$ cat config.mk
export PLATFORM = sky130hd
export DESIGN_NAME = conbus_slvsel
export DESIGN_NICKNAME = d
export VERILOG_FILES = /design/src/rtl/conbus_pkg.sv /design/src/rtl/conbus_slvsel.sv
export SDC_FILE = /design/constraint.sdc
export NUM_CORES = 1
export LEC_CHECK = 0
export BUFFER_PORTS_ARGS = -buffer_cell sky130_fd_sc_hd__buf_4
export CORE_AREA = 5 5 77 79
export DETAILED_ROUTE_END_ITERATION = 8
export DIE_AREA = 0 0 82 84
export PLACE_DENSITY = 0.8
export SYNTH_ARGS = -nofsm -noshare
export SYNTH_HDL_FRONTEND = slang
export SYNTH_SLANG_ARGS = --single-unit
$ cat constraint.sdc
create_clock -name sys_clk -period 3.1 [get_ports sys_clk]
set_clock_uncertainty 0.2 [all_clocks]
set_input_delay 0.775 -clock sys_clk [delete_from_list [all_inputs] [get_ports sys_clk]]
set_output_delay 0.775 -clock sys_clk [all_outputs]
set_load 0.1 [all_outputs]
$ cat src/rtl/conbus_pkg.sv
`default_nettype none
// ============================================================================
// Module   : conbus_pkg
// Purpose  : Shared conbus definitions (state encoding, slave decode field).
// Revision : 1.0
// ============================================================================
package conbus_pkg;

    localparam int CONBUS_NSLAVES = 8;

    // Slave index field; the master-side mux decodes the same bits
    localparam int CONBUS_IDX_MSB = 31;
    localparam int CONBUS_IDX_LSB = 29;

    typedef enum logic [1:0] {
        ST_IDLE   = 2'd0,
        ST_ACTIVE = 2'd1,
        ST_ERR    = 2'd2
    } conbus_state_t;

endpackage
`default_nettype wire

$ cat src/rtl/conbus_slvsel.sv
`default_nettype none
// ============================================================================
// Module   : conbus_slvsel
// Purpose  : Steers the forwarded master cycle to one of eight slaves and
//            terminates unmapped, timed-out or abandoned cycles.
// Revision : 1.0
// ============================================================================
module conbus_slvsel
    import conbus_pkg::*;
#(
    parameter logic [CONBUS_NSLAVES-1:0] SLAVE_MASK = 8'b0111_1111,
    parameter int                        TIMEOUT    = 1023,
    parameter int                        TW         = 10
) (
    input  logic                      sys_clk,
    input  logic                      sys_rst,
    input  logic [31:0]               m_adr,
    input  logic                      m_cyc,
    input  logic                      m_stb,
    output logic                      m_ack,
    output logic                      m_err,
    output logic [CONBUS_NSLAVES-1:0] s_stb,
    input  logic [CONBUS_NSLAVES-1:0] s_ack,
    output logic [31:0]               err_adr,
    output logic                      err_timeout
);

    localparam logic [TW-1:0] c_cnt_last = TW'(TIMEOUT - 1);

    conbus_state_t               r_state;
    logic [CONBUS_NSLAVES-1:0]   r_sel;
    logic [TW-1:0]               r_cnt;
    logic [31:0]                 r_err_adr;
    logic                        r_err_timeout;

    logic [CONBUS_IDX_MSB-CONBUS_IDX_LSB:0] w_idx;
    logic                                   w_req;
    logic                                   w_active;
    logic                                   w_ack;

    assign w_idx    = m_adr[CONBUS_IDX_MSB:CONBUS_IDX_LSB];
    assign w_req    = m_cyc & m_stb;
    assign w_active = (r_state == ST_ACTIVE);
    assign w_ack    = w_active & (|(s_ack & r_sel));

    assign s_stb       = w_active ? (r_sel & {CONBUS_NSLAVES{w_req}}) : '0;
    assign m_ack       = w_ack;
    assign m_err       = (r_state == ST_ERR);
    assign err_adr     = r_err_adr;
    assign err_timeout = r_err_timeout;

    always_ff @(posedge sys_clk or posedge sys_rst) begin
        if (sys_rst) begin
            r_state       <= ST_IDLE;
            r_sel         <= '0;
            r_cnt         <= '0;
            r_err_adr     <= '0;
            r_err_timeout <= 1'b0;
        end else begin
            case (r_state)
                ST_IDLE: begin
                    if (w_req) begin
                        if (SLAVE_MASK[w_idx]) begin
                            r_state <= ST_ACTIVE;
                            r_sel   <= CONBUS_NSLAVES'(1) << w_idx;
                            r_cnt   <= '0;
                        end else begin
                            r_state       <= ST_ERR;
                            r_err_adr     <= m_adr;
                            r_err_timeout <= 1'b0;
                        end
                    end
                end
                // Ack beats abort beats timeout within the same cycle
                ST_ACTIVE: begin
                    if (w_ack) begin
                        r_state <= ST_IDLE;
                        r_sel   <= '0;
                    end else if (!m_cyc) begin
                        r_state <= ST_IDLE;
                        r_sel   <= '0;
                    end else if (r_cnt == c_cnt_last) begin
                        r_state       <= ST_ERR;
                        r_sel         <= '0;
                        r_err_adr     <= m_adr;
                        r_err_timeout <= 1'b1;
                    end else begin
                        r_cnt <= r_cnt + TW'(1);
                    end
                end
                ST_ERR: begin
                    r_state <= ST_IDLE;
                end
                default: begin
                    r_state <= ST_IDLE;
                    r_sel   <= '0;
                end
            endcase
        end
    end

endmodule
`default_nettype wire
==> results.cfg <==
[clock_network]
cts_buffer_depth = 2
h-tree-depth = 2
clockRootBuffer = clkbuf_8
clk_pin_slew_ns = 0.09
clk_latency_ns = 0.30
cts_resized = 0
hold_buffers = 0
cts_tree = done
cts_made_buffers = 5
clock-sinks = 53
postCtsSetupRepairBufs = 0

[die]
die_x_um = 82
dieArea_um2 = 6888
start_util = 0.4782
ios = 87
core_area_um2 = 5270
fp.dieH_um = 84
rows = 27

[final_layout]
final_cell_area_um2 = 3400
n_antenna_cell = 0
syn_to_final_growth_pct = 34.91
fin_nets = 350
multiInputGateArea_um2 = 1157
n_fill_cell = 420
drive_gt1_frac = 0.3705
seqCellArea_um2 = 1326

[placed_design]
routabilityCongestion = 0.8371
place_area_um2 = 3288
hpwl_mm = 4.684
io_buffers = 86

[run]
cap_violations = 0

[setup_path]
regToRegSetupSlack_ns = 0.72
r2r_cells = 7
timing.critical_path.from = r_state[0]
cp-end-kind = output port
cp_data_required_time_ns = 2.12
cp-start-kind = flop
crit_fanout = 11
worstSetupPathType = flop to output port
r2r-start = r_cnt[0]
reg2reg_to = err_adr[14]
critPathArrivalTime_ns = 1.87

[synthesis]
ys_seq_elements = 53
synth_warnings = 0
yosys-top-cells-count = 53 x dfrtp_1, 30 x mux2_1, 11 x nand2_1, 10 x and2_1
synthCells = 214
synthesis.area_um2 = 2520
yosysTopAreaCellShare = 0.5263
ys_types = 42
synth_edf_count = 0
ys_seq_area_frac = 0.5263
yosys-top-cells-area = dfrtp_1 53%, mux2_1 13%, mux2_2 4.0%
synth_ff_type = dfrtp_1
yosys.area.top_type = dfrtp_1
synthMostInstantiatedCell = dfrtp_1
async_reset_ff_frac = 1.000
avgSynthCellArea_um2 = 11.78
synth_fp_nets = 260

[grt]
antenna_found_initial = 0
grt.total_usage = 0.1755
grt_pass1_wl_mm = 9.446
grt_max_degree = 54
first_global_vias = 1927
grt_overflow_total = 0

[sta]
fin_crit_ns = 2.844
final.period_utilization = 0.9174
finalMaxSlewViolations = 0
tns_ns = 0
worst_pin_slew_ns = 0.6435
finalHoldViolCount = 0
relSlewSlack = 0.5710
rsz0062_at_grt = no
finalSetupViolations = 0
holdWs_ns = 0.2932
fmax_mhz = 351.6

[power]
power_density_nw_per_um2 = 901.7
total_power_mw = 3.065
peakVddDrop_mv = 0.5650
p_leak_nw = 1.587

[worst_hold_path]
hold_class = flop to flop
min_from = err_adr[18]
holdPathEnd = err_adr[18]
holdPathStages = 1

[detailed_routing]
drt-total-wl_mm = 5.947
routedWlPerCell_um = 15.77
avgViaCountPerCell = 5.379
drt_iter0_markers = 66
drc = 0
dr_total_vias = 2028
ant_nets = 0
drt_pass1_iterations = 4

[status]
status = complete, no violations
sequential cells by signal (all words and copies together) (netlist names):
register and flops:
err_adr 32, err_timeout 1, r_cnt 10, r_sel 8, r_state 2
layout by cell type, fill, tap and decap left out, types with 2 or more instances in the layout:
| master | n |
|---|---|
| dfrtp_1 | 53 |
| nand4_1 | 5 |
| and2_1 | 10 |
| a22o_1 | 5 |
| nand3_1 | 8 |
| nor3b_1 | 4 |
| buf_4 | 90 |
| or3_1 | 5 |
| nor2_1 | 7 |
| mux2_1 | 30 |
| inv_1 | 4 |
| nand2b_1 | 2 |
| nor2b_1 | 3 |
| o31ai_1 | 3 |
| clkbuf_8 | 5 |
| o311ai_0 | 2 |
| nand2_1 | 11 |
| mux2_2 | 9 |
| ha_1 | 2 |
| o21ai_0 | 9 |
| nor3_1 | 8 |
| a31oi_1 | 2 |
| a22oi_1 | 4 |
critical path, cell delays in order, from the launching register on:
cell and delay (ns):
dfrtp_1 0.55, nor2b_1 0.25, and3_1 0.32, and2_1 0.16, buf_4 0.28
how the worst max path moves through the flow:
stage / slack (ns) / depth (start not counted) / endpoint
floorplan: 0.19 / 5 / err_adr[0]
global placement: 0.37 / 6 / err_adr[13]
detailed placement: 0.31 / 6 / err_adr[5]
CTS: 0.26 / 4 / s_stb[5]
global route: 0.09 / 4 / s_stb[6]
finish: 0.26 / 4 / s_stb[5]
area by class of cell:
cell class	instances	share of cell area
clock buffer	6	0.02135
clock inverter	2	0.01141
inverter	5	0.005521
multi-input combinational	148	0.3404
sequential	53	0.3901
tap	72	0.02650
timing repair buffer	91	0.2046
metrics by stage:
stage | worst slack (ns) | utilization | cells
finish | 0.2561 | 0.6451 | 377
global route | 0.09038 | 0.6451 | 377
global placement | 0.3744 | 0.6239 | 369
floorplan | 0.1882 | - | 214
CTS | 0.2613 | 0.6451 | 377
detailed placement | 0.3055 | 0.6239 | 369
layer usage:
metal	wire, um	vias to the layer above	GRT usage
met2	2838	71	0.2902
met4	36	0	0.03927
met1	2581	978	0.2288
met5	0	-	0
met3	491	4	0.04428
li1	-	975	-
where the power goes:
part / switching, mW / internal (mW) / total [mW]
combinational: 1.29 / 0.355 / 1.64
clock: 0.215 / 0.242 / 0.457
sequential: 0.106 / 0.857 / 0.963
total: 1.61 / 1.45 / 3.07
cell families after synthesis:
group / synth area share
multiplexers: 0.1783
AND/OR/NAND/NOR: 0.1524
flip-flops: 0.5263
adder cells (fa/ha/maj): 0.009929
AO/OA/AOI/OAI: 0.1082
buffers and inverters: 0.02483
Power figures use the tool's default switching activity.
